### config.mk
export PLATFORM = sky130hd
export DESIGN_NAME = store_port_arbiter
export DESIGN_NICKNAME = d
export VERILOG_FILES = /design/src/rtl/store_port_arbiter.sv
export SDC_FILE = /design/constraint.sdc
export NUM_CORES = 1
export LEC_CHECK = 0
export BUFFER_PORTS_ARGS = -buffer_cell sky130_fd_sc_hd__clkbuf_2
export CAP_MARGIN = 20
export CORE_AREA = 3 3 128 130
export CTS_BUF_LIST = sky130_fd_sc_hd__clkbuf_4 sky130_fd_sc_hd__clkbuf_8 sky130_fd_sc_hd__clkbuf_16
export CTS_CLUSTER_SIZE = 12
export DETAILED_ROUTE_END_ITERATION = 8
export DIE_AREA = 0 0 131 133
export REMOVE_ABC_BUFFERS = 1
export SLEW_MARGIN = 15
export SYNTH_ARGS = -nofsm -noshare
export SYNTH_HDL_FRONTEND = slang
export SYNTH_SLANG_ARGS = --single-unit
### constraint.sdc
create_clock -name clk_i -period 3.9 [get_ports clk_i]
set_input_delay 0.39 -clock clk_i [delete_from_list [all_inputs] [get_ports clk_i]]
set_output_delay 0.39 -clock clk_i [all_outputs]
set_load 0.01 [all_outputs]
### src/rtl/store_port_arbiter.sv
// Two-requester arbiter for the D$ store port: zero-latency forwarding, lock until grant,
// fixed port 0 priority with a starvation counter that periodically forces a port 1 win.
package store_port_arbiter_pkg;
    typedef struct packed {
        logic [11:0] address_index;
        logic [19:0] address_tag;
        logic [31:0] data_wdata;
        logic        data_req;
        logic        data_we;
        logic [3:0]  data_be;
        logic [1:0]  data_size;
        logic        kill_req;
        logic        tag_valid;
    } dcache_req_i_t;

    typedef struct packed {
        logic        data_gnt;
        logic        data_rvalid;
        logic [31:0] data_rdata;
    } dcache_req_o_t;
endpackage

module store_port_arbiter
    import store_port_arbiter_pkg::*;
#(
    parameter int MAX_BURST = 4
) (
    input  logic          clk_i,
    input  logic          rst_ni,
    input  dcache_req_i_t req_port_i [1:0],
    output dcache_req_o_t req_port_o [1:0],
    output dcache_req_i_t dcache_req_o,
    input  dcache_req_o_t dcache_rsp_i,
    output logic          busy_o,
    output logic [1:0]    dbg_state_o
);
    localparam int CW = $clog2(MAX_BURST + 1);
    localparam logic [CW-1:0] MAX_CNT = CW'(MAX_BURST);

    localparam logic [1:0] ST_IDLE  = 2'd0;
    localparam logic [1:0] ST_LOCK0 = 2'd1;
    localparam logic [1:0] ST_LOCK1 = 2'd2;

    // Handshake: a request is forwarded while data_req is high; it completes in the
    // cycle the D$ raises data_gnt. An ungranted forward is held until grant or drop.

    logic [1:0]    state_q, w_state_d;
    logic [CW-1:0] cnt_q, w_cnt_d;
    logic          owner_q;
    logic          w_req0, w_req1;
    logic          w_sel, w_fwd, w_gnt;

    assign w_req0 = req_port_i[0].data_req;
    assign w_req1 = req_port_i[1].data_req;

    always_comb begin
        w_sel = 1'b0;
        w_fwd = 1'b0;
        case (state_q)
            ST_IDLE: begin
                if (w_req1 && (!w_req0 || cnt_q == MAX_CNT)) begin
                    w_sel = 1'b1;
                    w_fwd = 1'b1;
                end else if (w_req0) begin
                    w_fwd = 1'b1;
                end
            end
            ST_LOCK0: w_fwd = w_req0;
            ST_LOCK1: begin
                w_sel = 1'b1;
                w_fwd = w_req1;
            end
            default: ;
        endcase
    end

    // Selected port's fields pass straight through, including kill_req on a drop.
    always_comb begin
        dcache_req_o          = req_port_i[w_sel];
        dcache_req_o.data_req = w_fwd;
    end

    assign w_gnt = dcache_rsp_i.data_gnt & w_fwd;

    always_comb begin
        req_port_o[0].data_gnt    = w_gnt & ~w_sel;
        req_port_o[1].data_gnt    = w_gnt & w_sel;
        req_port_o[0].data_rvalid = dcache_rsp_i.data_rvalid & ~owner_q;
        req_port_o[1].data_rvalid = dcache_rsp_i.data_rvalid & owner_q;
        req_port_o[0].data_rdata  = owner_q ? 32'd0 : dcache_rsp_i.data_rdata;
        req_port_o[1].data_rdata  = owner_q ? dcache_rsp_i.data_rdata : 32'd0;
    end

    always_comb begin
        w_state_d = state_q;
        case (state_q)
            ST_IDLE:  if (w_fwd && !w_gnt) w_state_d = w_sel ? ST_LOCK1 : ST_LOCK0;
            ST_LOCK0,
            ST_LOCK1: if (w_gnt || !w_fwd) w_state_d = ST_IDLE;
            default:  w_state_d = ST_IDLE;
        endcase
    end

    // Counts port 0 wins only while port 1 is actually waiting.
    always_comb begin
        w_cnt_d = cnt_q;
        if (!w_req1) begin
            w_cnt_d = '0;
        end else if (w_gnt) begin
            if (w_sel)                 w_cnt_d = '0;
            else if (cnt_q != MAX_CNT) w_cnt_d = cnt_q + 1'b1;
        end
    end

    always_ff @(posedge clk_i or negedge rst_ni) begin
        if (!rst_ni) begin
            state_q <= ST_IDLE;
            cnt_q   <= '0;
            owner_q <= 1'b0;
        end else begin
            state_q <= w_state_d;
            cnt_q   <= w_cnt_d;
            if (w_gnt) owner_q <= w_sel;
        end
    end

    assign busy_o      = (state_q != ST_IDLE);
    assign dbg_state_o = state_q;
endmodule

# Word-level counts from Yosys, hierarchy flattened

Index checks and enable logic that the tools add are counted.

Bits in writable memories: 0
Output and inout port bits: 145
Register bits: 6
Input bits: 184
Memory bits (read-only): 0
Memories: 0
Logic and storage cells: 49
Latch bits: 0

$mul: 0
Reductions and logical operators: 12
Divide/modulo/power cells: 0
$add $sub $neg: 1
Magnitude comparators: 1
Bitwise gates (word level): 7
Shift-type cells: 0
Multiplexer cells: 17
Equal/unequal tests: 8

Operator list:

| kind                                                                  | count |
|---|---|
| 74-bit two-way mux                                                    | 2 |
| 32-bit two-way mux                                                    | 2 |
| 3-bit two-way mux                                                     | 4 |
| 2-bit two-way mux                                                     | 3 |
| 1-bit bitwise AND                                                     | 5 |
| 2-bit != test (second input constant)                                 | 2 |
| 2-bit case mux with 2 select lines                                    | 1 |
| 2-bit AND reduction                                                   | 2 |
| 3-bit by 1-bit adder with 3-bit output (second input constant)        | 1 |
| 3-bit == test (second input constant)                                 | 1 |
| 1-bit logical NOT                                                     | 3 |
| 1-bit two-way mux                                                     | 3 |
| 3-bit by 1-bit != test with 1-bit output (second input constant)      | 1 |
| 3-bit != test (second input constant)                                 | 1 |
| 1-bit case mux with 3 select lines                                    | 1 |
| 2-bit by 1-bit == test with 1-bit output (second input constant)      | 1 |
| 2-bit == test (second input constant)                                 | 1 |
| 1-bit logical AND                                                     | 2 |
| 2-bit logical NOT                                                     | 1 |
| 1-bit logical OR                                                      | 2 |
| 1-bit by 2-bit < comparator with 1-bit output (second input constant) | 1 |
| 2-bit by 1-bit != test with 1-bit output (second input constant)      | 1 |
| 1-bit inverter                                                        | 2 |
| 1-bit case mux with 2 select lines                                    | 1 |
| other kinds (2)                                                       | 2 |

# Logic depth before layout (Yosys ltp)

Gate-level depths: netlist (run 1).

Word-level depth: 10
Mapped depth: 8
Gate-level depth less buffers: 6

# Worst setup path before layout (run 1)

No wires, ideal clock.

Path type: reg2out
From: reg state_q[0], in the netlist dbg_state_o[0]
To: out dcache_req_o[47] (netlist bit)
Slack: 1.752 ns
Stages on the path, launching flop included: 8
Arrival: 1.758 ns
Path buffers: 2
Required time: 3.510 ns
Cell sequence: dfrtp_1 inv_1 ha_1 a21oi_2 a31oi_4 buf_6 buf_6 mux2_1

RTL lines:

| element                | line | source |
|---|---|---|
| start, declared        | 47   | `logic [1:0] state_q, w_state_d;` |
| start signal, assigned | 121  | `state_q <= w_state_d;` |
| end, declared          | 32   | `output dcache_req_i_t dcache_req_o,` |

==> results.json, run 1 <==
{
  "dpl.hpwl_um": 10200,
  "synth_most_common_cell": "mux2_2",
  "syn_area_um2": 1820,
  "synth_edf_count": 0,
  "postCtsHoldBufs": 1,
  "final_util_pct": 24.5,
  "ant_nets": 0,
  "grt_max_degree": 67,
  "status": "completed",
  "setup_slack_ns": 0.951,
  "htreeDepth": 1,
  "worstPathRequired_ns": 3.51,
  "hold_viol": 0,
  "start_kind": "flip-flop",
  "yosys.area_share.simple_pct": 27.4,
  "min_from": "owner_q",
  "critical_path_class": "flip-flop to primary output",
  "ys_warn_count": 0,
  "grt_pass1_vias": 2713,
  "drt-total-wl_um": 10900,
  "p_per_area_nw_per_um2": 455,
  "hp-class": "flip-flop to flip-flop",
  "root_buffer": "clkbuf_16",
  "synth_area_leaders": "mux2_2 29%, mux2_1 16%, and2_1 12%",
  "fin_crit_ns": 2.95,
  "die_h_um": 133,
  "start_util_pct": 12.0,
  "core_area_um2": 15300,
  "synth_xor_area_share_pct": 0,
  "grt.total_usage_pct": 11.1,
  "worst_pin_slew_ns": 0.569,
  "synth_top_family_by_area": "multiplexers",
  "critPathTopFamily": "buffers and inverters",
  "numPortBuffers": 328,
  "place_ws_ns": 1.18,
  "async_reset_ff_share_pct": 100,
  "crit_fanout": 59,
  "antenna_found_initial": 0,
  "worstPathArrival_ns": 2.56,
  "synth_top_area_share_pct": 29.0,
  "cap_violations": 0,
  "fin_skew_ns": 0.00316,
  "syn_area_per_cell_um2": 8.81,
  "rr_worst_depth": 7,
  "drc": 0,
  "worst_skew_pair.late_latency_ns": 0.23,
  "drt-vias-per-instance": 3.76,
  "hold_depth": 2,
  "gp_congestion": 0.755,
  "synth-main-ff-cell": "dfrtp_1",
  "synth_top_cell_by_area": "mux2_2",
  "cts_tree": "built",
  "dieArea_um2": 17400,
  "setup_viol": 0,
  "row_count": 45,
  "nets": 718,
  "die_w_um": 131,
  "ys_seq_area_share_pct": 8.23,
  "cts_resized": 0,
  "regToRegSetupSlack_ns": 2.00,
  "r2r_start": "dbg_state_o[1]",
  "critical-path-slowest-cell": "a31oi_4",
  "fin_crit_sh_pct": 75.6,
  "cts_made_buffers": 3,
  "timing.critical_path.buf_inv": 3,
  "fin_tns_setup_ns": 0,
  "rsz0062_at_grt": "false",
  "clockBufferDepth": 2,
  "synth_cells": 207,
  "postCtsSetupBuffers": 0,
  "crit_chain": "inv_1 > ha_1 > a21oi_2 > a31oi_4 > buf_12 > mux2_1 > clkbuf_2",
  "synthAdderAreaFrac_pct": 4.12,
  "worstReg2RegEnd": "owner_q",
  "fill_cells": 1704,
  "ys_types": 31,
  "drive_above_1_share_pct": 73.2,
  "cellLeakagePower_nw": 2.08,
  "yosys_register_bits": 6,
  "min_to": "owner_q",
  "clock-sinks": 6,
  "fmax_ghz": 0.339,
  "max_stage_delay_ns": 0.48,
  "peakVddDrop_v": 0.000353,
  "clkSlewWorstSetupHoldPaths_ns": 0.03,
  "io-pin-count": 329,
  "setup.worst_path.end_class": "primary output",
  "drv_slew": 0,
  "drt_pre_antenna_iters": 4,
  "wl_per_cell_um": 14.7,
  "synth-compound-area-share_pct": 7.75,
  "vias": 2777,
  "syn_to_final_growth_pct": 105,
  "synthTopCellsByCount": "47 x mux2_2, 35 x and2_1, 34 x nor2b_1, 26 x mux2_1",
  "grt_pass1_wl_um": 14800,
  "synthMuxAreaShare_pct": 45.1,
  "overflow": 0,
  "first_iter_violations": 47,
  "maxSlewHeadroom_pct": 62.1
}
## worst register-to-register path, delay by kind of cell (launching register included)
family	cells	cell delay, ns
simple gates	2	0.16
buf+inv	2	0.38
flops	1	0.41
compound gates	2	0.59
fa+ha+maj	1	0.30
## sequential cells by signal, summed over array words and instances (netlist names)
| signal | cells |
|---|---|
| dbg_state_o | 2 |
| owner_q | 1 |
| cnt_q | 3 |
## metrics by stage
| step | cell area [um2] | std cells | hold WS [ns] | total power, mW |
|---|---|---|---|---|
| floorplan | 1720 | 191 | 0.0944 | 0.942 |
| global placement | 3660 | 733 | 0.234 | 1.56 |
| detailed placement | 3660 | 733 | 0.240 | 1.56 |
| CTS | 3740 | 737 | 0.503 | 1.74 |
| global route | 3740 | 737 | 0.538 | 1.86 |
| finish | 3740 | 738 | 0.510 | 1.70 |
## placed cells by master (no fill, tap or decap), drive strengths merged
cell and instances:
clkbuf 331, mux2 73, and2 35, nor2b 34, inv 7, ha 6
dfrtp 6, nor2 4, nand3 3, o21ai 3, a21oi 3, buf 3
nand2 2, o311ai 2, a31oi 2, diode 1, a21bo 1, a21boi 1
nand4b 1, nand2b 1, o22ai 1, o31ai 1, and4 1, a32o 1
a22o 1, a211oi 1, nand3b 1, dlygate4sd3 1
## layout make-up
type / instances / area [um2] / share of cell area, %
clock buffer: 3 / 75.1 / 2.01
inverter: 7 / 26.3 / 0.702
timing repair buffer: 332 / 1690 / 45.1
antenna: 1 / 2.50 / 0.0668
sequential: 6 / 150 / 4.01
multi-input combinational: 178 / 1540 / 41.1
tap: 211 / 264 / 7.05
## power breakdown
part	total (mW)	internal (mW)	switching (mW)
Clock	0.165	0.132	0.0338
Sequential	0.0959	0.0801	0.0158
Combinational	1.44	0.670	0.773
## how the worst max path moves through the flow
stage               cells after the start  slack [ns]          endpoint            from
global placement                        7        1.24  dcache_req_o[69]  dbg_state_o[1]
floorplan                               5        0.80   dcache_req_o[0]  dbg_state_o[0]
finish                                  7        0.95  dcache_req_o[69]  dbg_state_o[1]
global route                            7        0.81  dcache_req_o[69]  dbg_state_o[1]
CTS                                     7        0.94  dcache_req_o[69]  dbg_state_o[1]
detailed placement                      7        1.18  dcache_req_o[69]  dbg_state_o[1]
## logic make-up after synthesis
kind of cell               Yosys count
adders and majority gates            6
muxes                               73
AOI/OAI and AO/OA                   17
and+or+nand+nor                     82
DFF                                  6
buffers and inverters               23
## layer usage
layer	routed length (um)	track usage (%)	up-vias
met2	5590	21.6	206
met5	0	0	-
met1	4130	12.3	1208
met4	19	0.686	0
li1	-	-	1359
met3	1140	2.87	4
No activity file was read; power rests on OpenSTA's default activity.
==> run 2, diff against run 1 <==
--- a/config.mk
+++ b/config.mk
@@ -5,13 +5,14 @@
 export SDC_FILE = /design/constraint.sdc
 export NUM_CORES = 1
 export LEC_CHECK = 0
+export ABC_AREA = 1
 export BUFFER_PORTS_ARGS = -buffer_cell sky130_fd_sc_hd__clkbuf_2
 export CAP_MARGIN = 20
-export CORE_AREA = 3 3 128 130
+export CORE_AREA = 3 3 126 128
 export CTS_BUF_LIST = sky130_fd_sc_hd__clkbuf_4 sky130_fd_sc_hd__clkbuf_8 sky130_fd_sc_hd__clkbuf_16
 export CTS_CLUSTER_SIZE = 12
 export DETAILED_ROUTE_END_ITERATION = 8
-export DIE_AREA = 0 0 131 133
+export DIE_AREA = 0 0 129 131
 export REMOVE_ABC_BUFFERS = 1
 export SLEW_MARGIN = 15
 export SYNTH_ARGS = -nofsm -noshare
==> constraint.sdc (replaced) <==
create_clock -name clk_i -period 2.36 [get_ports clk_i]
set_input_delay 0.236 -clock clk_i [delete_from_list [all_inputs] [get_ports clk_i]]
set_output_delay 0.236 -clock clk_i [all_outputs]
set_load 0.01 [all_outputs]
==> results.json, run 2 <==
{
  "status": "completed",
  "setup.worst_path.end_class": "primary output",
  "critPathTopFamily": "buffers and inverters",
  "synthMuxAreaShare_pct": 0,
  "worstReg2RegEnd": "cnt_q[1]",
  "met1_length_um": 4260,
  "core_area_um2": 15000,
  "worst_skew_pair.late_latency_ns": 0.23,
  "fin_crit_ns": 2.21,
  "critical-path-slowest-cell": "dfrtp_1",
  "gp_congestion": 0.742,
  "async_reset_ff_share_pct": 100,
  "syn_area_per_cell_um2": 4.43,
  "ys_seq_area_share_pct": 7.53,
  "clock-sinks": 6,
  "drt-total-wl_um": 10300,
  "synth_area_leaders": "nand2_1 51%, inv_1 15%, nor2_1 7.9%",
  "synth_top_family_by_area": "simple AND/OR/NAND/NOR gates",
  "rr_worst_depth": 11,
  "fill_cells": 1749,
  "start_util_pct": 13.3,
  "die_w_um": 129,
  "worst_pin_slew_ns": 0.661,
  "synth-compound-area-share_pct": 2.13,
  "ys_types": 21,
  "antenna_cells": 0,
  "cp_common_cell": "nand2_1",
  "rsz0062_at_grt": "false",
  "fin_crit_sh_pct": 93.7,
  "fin_tns_setup_ns": 0,
  "first_iter_violations": 141,
  "synthTopCellsByCount": "271 x nand2_1, 78 x inv_1, 42 x nor2_1, 9 x buf_2, 8 x nand3_1",
  "max_stage_delay_ns": 0.40,
  "io-pin-count": 329,
  "regToRegSetupSlack_ns": 0.52,
  "synth-main-ff-cell": "dfrtp_1",
  "row_count": 45,
  "cap_violations": 0,
  "dpl.hpwl_um": 8720,
  "ys_warn_count": 0,
  "ant_nets": 0,
  "synth_cells": 450,
  "overflow": 0,
  "cts_made_buffers": 3,
  "grt_max_degree": 78,
  "r2r_start": "dbg_state_o[0]",
  "drt_pre_antenna_iters": 4,
  "drive_above_1_share_pct": 45.3,
  "drc": 0,
  "fin_skew_ns": 0.00238,
  "htreeDepth": 1,
  "worstPathArrival_ns": 1.98,
  "highest_layer": "met4",
  "antenna_found_initial": 0,
  "cts_tree": "built",
  "setup_viol": 0,
  "place_area_um2": 3800,
  "cellLeakagePower_nw": 3.00,
  "grt_pass1_wl_um": 13700,
  "nets": 957,
  "hp-class": "input pin to async pin",
  "vias": 3550,
  "multi_input_area_um2": 1390,
  "drt-vias-per-instance": 3.72,
  "p_per_area_nw_per_um2": 849,
  "maxSlewHeadroom_pct": 55.9,
  "synth_top_cell_by_area": "nand2_1",
  "synthAdderAreaFrac_pct": 3.77,
  "hold_viol": 0,
  "yosys_register_bits": 6,
  "synth_top_area_share_pct": 51.0,
  "timing.critical_path.buf_inv": 4,
  "start_kind": "flip-flop",
  "dr_wl_met3_um": 1060,
  "regArea_um2": 151,
  "critical_path_class": "flip-flop to primary output",
  "synth_most_common_cell": "nand2_1",
  "clockBufferDepth": 2,
  "postCtsSetupBuffers": 0,
  "wl_met2_um": 4980,
  "syn_area_um2": 1990,
  "grt_pass1_vias": 2984,
  "die_h_um": 131,
  "top_register": "cnt_q",
  "synth_xor_area_share_pct": 0.439,
  "layout_common_cells": "328 x clkbuf_2, 271 x nand2_1, 78 x inv_1",
  "yosys.area_share.simple_pct": 63.3,
  "largest_reg_flops": 3,
  "worstPathRequired_ns": 2.12,
  "synth_edf_count": 0,
  "syn_to_final_growth_pct": 96.4,
  "grt.total_usage_pct": 9.86,
  "numPortBuffers": 328,
  "peakVddDrop_v": 0.000348,
  "root_buffer": "clkbuf_16",
  "layout_commonest_cell": "clkbuf_2",
  "fmax_ghz": 0.452,
  "clkSlewWorstSetupHoldPaths_ns": 0.03,
  "crit_fanout": 77,
  "crit_chain": "inv_1 > ha_1 > nand2_1 > inv_2 > a21oi_4 > buf_12 > nand2_1 > nand2_1 > clkbuf_2",
  "wl_per_cell_um": 10.8,
  "design_area_um2": 3910,
  "dieArea_um2": 16900,
  "drv_slew": 0
}
-- run 2: changes by cell type after synthesis, sizes merged, moves of 6 or more --
cell   delta
nand3     +6
nor2     +38
nor2b    -34
nand2   +273
inv      +72
buf      +11
mux2     -73
and2     -35
-- run 2: what timing repair did --
item	4_1_cts	5_1_grt
hold endpoints to repair	6	0
gates resized for setup	0	0
hold buffers	1	0
endpoints found under the setup margin	0	4
-- run 2: area by class of cell --
| type | count | area share [%] |
|---|---|---|
| inverter | 79 | 7.58 |
| tap | 188 | 6.01 |
| sequential | 6 | 3.87 |
| multi-input combinational | 341 | 35.5 |
| timing repair buffer | 336 | 44.9 |
| clock buffer | 4 | 2.11 |
-- run 2: how the worst max path moves through the flow --
| stage | from | end | slack (ns) | depth (start not counted) |
|---|---|---|---|---|
| 2_1_floorplan | dbg_state_o[0] | cnt_q[0] | 0.007 | 9 |
| 3_3_place_gp | dbg_state_o[0] | dcache_req_o[56] | 0.41 | 9 |
| 3_5_place_dp | dbg_state_o[0] | dcache_req_o[50] | 0.39 | 10 |
| 4_1_cts | dbg_state_o[0] | dcache_req_o[44] | 0.15 | 10 |
| 5_1_grt | dbg_state_o[0] | dcache_req_o[23] | 0.01 | 9 |
| 6_report | dbg_state_o[0] | dcache_req_o[41] | 0.15 | 9 |
-- run 2: through the flow --
stage / worst slack (ns) / power (mW) / instances / utilization, % / hold WS (ns)
3_5_place_dp: 0.393 / 3.00 / 948 / 25.3 / 0.0703
2_1_floorplan: 0.00714 / 1.72 / 426 / - / -0.0596
6_report: 0.148 / 3.32 / 954 / 26.1 / 0.368
5_1_grt: 0.0146 / 3.71 / 954 / 26.1 / 0.403
3_3_place_gp: 0.406 / 3.01 / 948 / 25.3 / 0.0702
4_1_cts: 0.145 / 3.32 / 953 / 26.0 / 0.368
-- run 2: kinds of logic (layout without fill, tap and decap cells) --
kind of cell    count (synthesis)  after routing
simple gates                  328            328
buf+inv                       103            419
fa+ha+maj                       6              6
compound gates                  6              6
flops                           6              6
xor+xnor                        1              1
-- run 2: per-layer routing --
layer / vias to the layer above / global-route usage [%]
met2: 217 / 17.3
met4: 0 / 1.48
met3: 5 / 2.64
li1: 1904 / -
met5: - / 0
met1: 1424 / 12.4
-- run 2: where the power goes --
group	internal, mW	switching [mW]
registers	0.137	0.0996
logic	1.10	1.69
clock network	0.235	0.0565
total	1.47	1.85
==> run 3, diff against run 2 <==
==> constraint.sdc (replaced) <==
create_clock -name clk_i -period 2.36 [get_ports clk_i]
set_input_delay 0.354 -clock clk_i [delete_from_list [all_inputs] [get_ports clk_i]]
set_output_delay 0.354 -clock clk_i [all_outputs]
set_load 0.01 [all_outputs]
==> results.json, run 3 (synthesis gave the netlist of run 2 again) <==
{
  "status": "completed",
  "drt-vias-per-instance": 3.83,
  "clkSlewWorstSetupHoldPaths_ns": 0.04,
  "drc": 0,
  "cts_tree": "built",
  "largest_reg_flops": 3,
  "cap_violations": 0,
  "syn_to_final_growth_pct": 103,
  "grt_max_degree": 78,
  "start_util_pct": 13.3,
  "overflow": 0,
  "hold_viol": 0,
  "maxSlewHeadroom_pct": 57.6,
  "worst_skew_pair.late_latency_ns": 0.23,
  "cellLeakagePower_nw": 3.07,
  "p_per_area_nw_per_um2": 902,
  "grt_pass1_wl_um": 14000,
  "nets": 964,
  "fill_cells": 1727,
  "die_w_um": 129,
  "setup_viol": 0,
  "combPwrFrac_pct": 85.5,
  "place_area_um2": 3800,
  "r2r_start": "cnt_q[0]",
  "crit_fanout": 19,
  "root_buffer": "clkbuf_16",
  "fin_crit_ns": 2.22,
  "first_iter_violations": 123,
  "clockBufferDepth": 2,
  "vias": 3679,
  "power.internal_mw": 1.65,
  "grt_pass1_vias": 2949,
  "layout_common_cells": "328 x clkbuf_2, 271 x nand2_1, 78 x inv_1",
  "top_register": "cnt_q",
  "worstPathArrival_ns": 1.86,
  "design_area_um2": 4050,
  "worstPathRequired_ns": 2.01,
  "fin_crit_sh_pct": 94.0,
  "worst_pin_slew_ns": 0.636,
  "hp-class": "input pin to async pin",
  "instances_no_fill": 961,
  "die_h_um": 131,
  "dieArea_um2": 16900,
  "wl_per_cell_um": 12.3,
  "numPortBuffers": 328,
  "start_kind": "flip-flop",
  "htreeDepth": 1,
  "io-pin-count": 329,
  "antenna_found_initial": 0,
  "fin_skew_ns": 0.00352,
  "holdWs_ns": 0.484,
  "fin_tns_setup_ns": 0,
  "layout_commonest_cell": "clkbuf_2",
  "setup.worst_path.start": "dbg_state_o[0]",
  "drt_pre_antenna_iters": 4,
  "switching_power_mw": 2.01,
  "drive_above_1_share_pct": 46.1,
  "ant_nets": 0,
  "row_count": 45,
  "setup.worst_path.end_class": "primary output",
  "peakVddDrop_v": 0.000361,
  "p_seq_share_pct": 6.4,
  "clkPwrFrac_pct": 8.0,
  "drt-total-wl_um": 11900,
  "dpl.hpwl_um": 8850,
  "gp_congestion": 0.736,
  "switching_share_pct": 54.9,
  "place_inst": 949,
  "antenna_cells": 0,
  "grt.total_usage_pct": 10.2,
  "cts_made_buffers": 3,
  "rsz0062_at_grt": "false",
  "fmax_ghz": 0.451,
  "clock-sinks": 6,
  "drv_slew": 0,
  "core_area_um2": 15000,
  "p_total_mw": 3.66,
  "critical_path_class": "flip-flop to primary output"
}
[run 3: changes by cell type in the layout (fill, tap and decap cells not counted), sizes merged]
cell    previous run  this run
buf                6        10
clkbuf           333       336
[run 3: final timing paths]
check                                   end  slack [ns]  depth (start not counted)
setup / recovery           dcache_req_o[12]        0.14                         10
hold / removal               dbg_state_o[0]        0.48                          2
setup reg to reg                   cnt_q[1]        0.57                         11
hold reg to reg                    cnt_q[1]        0.50                          2
max in group asynchronous           owner_q        1.71                          2
min in group clk_i                  owner_q        0.50                          3
[run 3: metal layers]
layer  share of wire, %  GRT usage (%)
met5                  0              0
met4               0.46           1.67
met3                9.3           2.56
met2                 49           17.7
met1                 41           12.8
[run 3: through the flow]
step / utilization (%) / worst slack (ns)
2_1_floorplan: - / -0.0672
3_3_place_gp: 25.4 / 0.282
3_5_place_dp: 25.4 / 0.266
4_1_cts: 26.0 / 0.0144
5_1_grt: 27.1 / 0.0112
6_report: 27.1 / 0.143
[run 3: what timing repair did]
item,4_1_cts,5_1_grt
endpoints found under the hold margin,6,0
setup buffers,0,1
resized for setup,0,4
hold buffers,1,0
endpoints found under the setup margin,0,73
[run 3: area by class of cell]
| cell class | count | area (um2) | share of cell area, % |
|---|---|---|---|
| inverters | 79 | 297 | 7.32 |
| multi-input cells | 341 | 1400 | 34.5 |
| clock buffers | 4 | 82.6 | 2.04 |
| well taps | 188 | 235 | 5.81 |
| flip-flops and latches | 6 | 153 | 3.77 |
| repair buffers | 343 | 1890 | 46.6 |
[run 3: worst max-delay path, stage by stage (launching register included)]
cell and delay (ns):
dfrtp_1 0.41, inv_1 0.10, ha_2 0.23, nand2_1 0.08
inv_2 0.08, nand2_2 0.08, nand2_4 0.14, buf_8 0.22
nand2_1 0.07, nand2_1 0.07, clkbuf_2 0.13
[run 3: power groups by stage]
stage / Sequential [mW] / Combinational [mW] / Clock (mW)
floorplan: 0.248 / 1.47 / 0
global placement: 0.234 / 2.78 / 0
detailed placement: 0.238 / 2.78 / 0
CTS: 0.236 / 2.79 / 0.302
global route: 0.251 / 3.48 / 0.309
finish: 0.235 / 3.13 / 0.294
